$ cat config.mk
export PLATFORM = sky130hd
export DESIGN_NAME = multi_clk_divider
export DESIGN_NICKNAME = d
export VERILOG_FILES = /design/src/rtl/multi_clk_divider.sv
export SDC_FILE = /design/constraint.sdc
export NUM_CORES = 1
export LEC_CHECK = 0
export CAP_MARGIN = 30
export CORE_UTILIZATION = 25
export DETAILED_ROUTE_END_ITERATION = 8
export GPL_ROUTABILITY_DRIVEN = 0
export GPL_TIMING_DRIVEN = 0
export PLACE_DENSITY = 0.39
export SETUP_SLACK_MARGIN = 0.02
export SLEW_MARGIN = 10
export SYNTH_ARGS = -nofsm -noshare
export SYNTH_HDL_FRONTEND = slang
export SYNTH_SLANG_ARGS = --single-unit
$ cat constraint.sdc
create_clock -name CLK -period 15.5 [get_ports CLK]
set_input_delay 3.1 -clock CLK [delete_from_list [all_inputs] [get_ports CLK]]
set_output_delay 3.1 -clock CLK [all_outputs]
set_load 0.02 [all_outputs]
$ cat src/rtl/multi_clk_divider.sv
// Multi-channel programmable clock divider with double-buffered divisor/high-time.
// New settings take effect at a period boundary, on SYNC, or while a channel is disabled.
module multi_clk_divider #(
    parameter int NCH      = 4,
    parameter int CW       = 20,
    parameter int DIV_RST  = 4,
    parameter int HIGH_RST = 2,
    localparam int LW      = (NCH > 1) ? $clog2(NCH) : 1
) (
    input  logic          CLK,
    input  logic          RST,
    input  logic [NCH-1:0] EN,
    input  logic          SYNC,
    input  logic          LOAD,
    input  logic [LW-1:0]  LOAD_CH,
    input  logic [CW-1:0]  DIV_IN,
    input  logic [CW-1:0]  HIGH_IN,
    output logic [NCH-1:0] CLK_DIV,
    output logic [NCH-1:0] TICK,
    output logic [NCH-1:0] PENDING,
    output logic          ERR
);

    logic [CW-1:0]  cnt      [NCH];
    logic [CW-1:0]  act_div  [NCH];
    logic [CW-1:0]  act_high [NCH];
    logic [CW-1:0]  sh_div   [NCH];
    logic [CW-1:0]  sh_high  [NCH];
    logic [CW-1:0]  nxt_div  [NCH];
    logic [CW-1:0]  nxt_high [NCH];
    logic [NCH-1:0] pend_q, clk_q, tick_q;
    logic [NCH-1:0] ld_hit, wrap, apply, nxt_pend;
    logic           err_q, ch_ok, accept;
    logic [CW-1:0]  high_clamp;

    // The shadow seen by the apply path already includes a coincident accepted LOAD,
    // so a write landing on a boundary takes effect without ever showing PENDING.
    always_comb begin
        ch_ok      = (32'(LOAD_CH) < NCH);
        accept     = LOAD && (DIV_IN >= CW'(2)) && ch_ok;
        high_clamp = (HIGH_IN >= DIV_IN) ? (DIV_IN - CW'(1)) : HIGH_IN;
        for (int i = 0; i < NCH; i++) begin
            ld_hit[i]   = accept && (LOAD_CH == LW'(i));
            wrap[i]     = (cnt[i] == (act_div[i] - CW'(1)));
            apply[i]    = SYNC || !EN[i] || wrap[i];
            nxt_div[i]  = ld_hit[i] ? DIV_IN : sh_div[i];
            nxt_high[i] = ld_hit[i] ? high_clamp : sh_high[i];
            nxt_pend[i] = ld_hit[i] || pend_q[i];
        end
    end

    always_ff @(posedge CLK or posedge RST) begin
        if (RST) begin
            for (int i = 0; i < NCH; i++) begin
                cnt[i]      <= '0;
                act_div[i]  <= CW'(DIV_RST);
                act_high[i] <= CW'(HIGH_RST);
                sh_div[i]   <= CW'(DIV_RST);
                sh_high[i]  <= CW'(HIGH_RST);
            end
            pend_q <= '0;
            clk_q  <= '0;
            tick_q <= '0;
            err_q  <= 1'b0;
        end else begin
            err_q <= LOAD && !accept;
            for (int i = 0; i < NCH; i++) begin
                sh_div[i]  <= nxt_div[i];
                sh_high[i] <= nxt_high[i];
                if (SYNC || !EN[i]) begin
                    clk_q[i]  <= 1'b0;
                    tick_q[i] <= 1'b0;
                end else begin
                    clk_q[i]  <= (cnt[i] >= (act_div[i] - act_high[i]));
                    tick_q[i] <= (cnt[i] == '0);
                end
                if (apply[i]) begin
                    cnt[i]    <= '0;
                    pend_q[i] <= 1'b0;
                    if (nxt_pend[i]) begin
                        act_div[i]  <= nxt_div[i];
                        act_high[i] <= nxt_high[i];
                    end
                end else begin
                    cnt[i]    <= cnt[i] + CW'(1);
                    pend_q[i] <= nxt_pend[i];
                end
            end
        end
    end

    assign CLK_DIV = clk_q;
    assign TICK    = tick_q;
    assign PENDING = pend_q;
    assign ERR     = err_q;

endmodule

==> metrics.txt <==
clock sinks=413; Worst-Margin Slew=around 1.1 ns; CP max stage delay=around 0.8 ns; hold buffer count at cts=0; Clock Skews=roughly 0.03 ns; PortBufs=61; CTS buffer count=between 50 and 60; detailed-router iteration count before antenna repair=5; WP data arrival=8.40 ns; CP max FO=10; Starting Density=0.252; initial DRC count=1,110; DRC Markers=0; CP endpoint kind=register; Die Area=between 100,000 and 150,000 µm²; layout cell share with drive strength beyond 1=0.101; fin crit share=0.511; total grt overflow=0; Post-Synth XOR/XNOR Area=0.0894; worst hold path type=register to register; Synth async-reset ratio=1.00; global-route usage over all layers=0.154; kind of critical path=input port to register; Die Ht=around 320 µm; Longest Clk Path Bufs=3; Design Area, Final=slightly below 30,000 µm²; syn_nets=around 2.9k; largest family of logic cells by synthesized area=simple AND/OR/NAND/NOR gates; synth-to-layout area growth=16.2%; first-pass GRT wire length=between 100 and 150 mm; die width=322 µm; row cnt=~120; Placement Cell Area=around 28,000 µm²; layout net count=2,973; Critical Path RT=~16 ns; synthesized cell area=25,700 µm²; CTS tree=yes; initial antenna violation count=4; CTS Root Cell=clkbuf_16; Synth Area in Compound Gates=0.119; RSZ-0062 raised after global routing=no; post-synth cell types=76; Seq cells post-synth=just over 400; Final min period=~7.9 ns; vias in the first global route=19.5k; Slowest-stage cell, CP=mux2i_1; startpoint types=input port; Worst-Skew Late Latency=0.61 ns; Crit path buffers/inverters=4; Simple-Gate Fraction of Synth Area=0.155; Via density=between 4 and 5; Post-CTS Resized=0; CP most frequent cell=buf_4; Clock transition at path regs=~0.060 ns; Setup Fix Bufs, Post-CTS=0; Sum Neg Setup Slack=0 ns; Synthesis Warnings=0; status=completed; IO Pins=63; Antenna Diode Count=0; mux share of post-synthesis cell area=0.0947; fmax=0.126 GHz; routed len/inst=approximately 19 µm; crit-path cells=clkdlybuf4s50_1, inv_1, ha_1, a21o_1, a211o_1, a211oi_1, nor2_1, o31ai_1, o21ba_2, buf_4, buf_4, mux2i_1, o21ai_0, mux2_4; Worst VDD drop=0.0784 mV; Lkg Pwr=about 13 nW; pin count of the biggest net entering global routing=roughly 110; power per cell area=~160 nW/µm²; Synth Flop Type=dfrtp_1; H-Tree Depth=2; core region area=102,000 µm²; CP top delay family=compound AO/OA/AOI/OAI gates; setup violation total in the final timing report=0; Hold Fails Final Rpt=0; Post-Syn Area per Cell=roughly 10 µm²; post-DP HPWL=roughly 60 mm; Vias=19.3k; Gate Count Post-Synth=approximately 2.6k; Slew Viols, Final=0; Adder-Cell Fraction of Synth Area=0.0957; sequential-to-total area share from yosys stat=0.403; relative slew slack=0.238; Post-synth EDFFs=0; post-route ant nets=0; Max Cap Viol=0; Routed Wire Length=79.5 mm
[placed cells by master (no fill, tap or decap), drive strengths merged, types with 47 or more instances in the layout]
cell type,instances
a21oi,91
dfrtp,397
inv,157
nor3,78
a21o,47
nand2,221
clkbuf,139
ha,190
o21ai,224
xor2,111
nand3,70
xnor2,151
nor2,196
mux2,160
clkdlybuf4s50,61
[synth_stat cells (10+ instances only)]
cell type,n,area (µm²)
a21o_1,47,353
a21oi_1,91,455
a221oi_1,17,149
a31oi_1,27,169
and3_1,24,150
buf_2,15,75.1
buf_6,10,113
clkbuf_1,64,240
dfrtp_1,397,9930
dfstp_2,16,420
ha_1,190,2380
inv_1,157,589
mux2_1,43,484
mux2_4,117,1760
mux2i_1,19,190
nand2_1,221,830
nand2b_1,42,263
nand3_1,70,350
nand4_1,29,181
nor2_1,193,724
nor2b_1,20,125
nor3_1,74,370
nor3b_1,26,195
nor4_1,26,163
o211ai_1,13,97.6
o21a_1,11,82.6
o21ai_0,211,1060
o21ai_1,13,65.1
or3_1,16,100
xnor2_1,151,1320
xor2_1,111,972
[where the power goes]
group          internal, mW  switching [mW]  total [mW]
clock network         0.737           0.493        1.23
logic                 0.934            1.08        2.01
registers              1.30           0.211        1.52
[state kept, by name, indices dropped and copies added, names as in the netlist]
name and cells:
cnt 80, act_div 80, sh_high 80, sh_div 80, ERR 1, PENDING 4
act_high 80, CLK_DIV 4, TICK 4
[logic make-up after synthesis]
logic type,after synthesis
AOI/OAI and AO/OA,503
buffers and inverters,256
DFF,413
and+or+nand+nor,803
muxes,179
adders and majority gates,194
xor gates and xnor gates,262
[metal layers]
layer	routed length [µm]	share of wire	vias up	global-route usage
met1	39000	0.49	9490	0.216
met2	35800	0.45	291	0.244
li1	-	-	9414	-
met3	2550	0.032	100	0.0196
met4	2230	0.028	2	0.0463
met5	13	0.00016	-	0
[per-stage QoR]
step	setup WS [ns]	hold slack [ns]	util	std cells	power, mW
2_1_floorplan	0.933	0.452	-	2610	3.03
3_5_place_dp	7.06	0.478	0.276	4044	3.55
4_1_cts	7.71	0.492	0.293	4137	4.82
6_report	7.57	0.486	0.293	4137	4.76
5_1_grt	7.56	0.509	0.293	4137	5.13
3_3_place_gp	-4.82	0.474	0.275	4039	3.51
[cell type report]
cell class	instances	area, µm²
Buffer	99	507
Clock buffer	75	1470
Clock inverter	18	246
Fill cell	10600	71900
Inverter	157	597
Multi-Input combinational cell	1941	14200
Sequential cell	413	10400
Tap cell	1368	1710
Timing Repair Buffer	66	732
[final timing paths]
kind	from	endpoint	slack (ns)	cells past startpoint
worst max-delay path	DIV_IN[1]	act_high[19]$_DFFE_PP0P_	7.57	14
worst min-delay path	act_high[30]$_DFFE_PP0P_	act_high[30]$_DFFE_PP0P_	0.49	1
worst max register to register	act_div[20]$_DFFE_PP0P_	CLK_DIV[2]$_DFF_PP0_	10.82	20
worst min register to register	act_high[30]$_DFFE_PP0P_	act_high[30]$_DFFE_PP0P_	0.49	1
max in group asynchronous	RST	sh_high[56]$_DFF_PP0_	10.92	5
min in group asynchronous	RST	cnt[35]$_DFF_PP0_	2.83	2
Note: power is estimated with default switching activity, not from simulation.
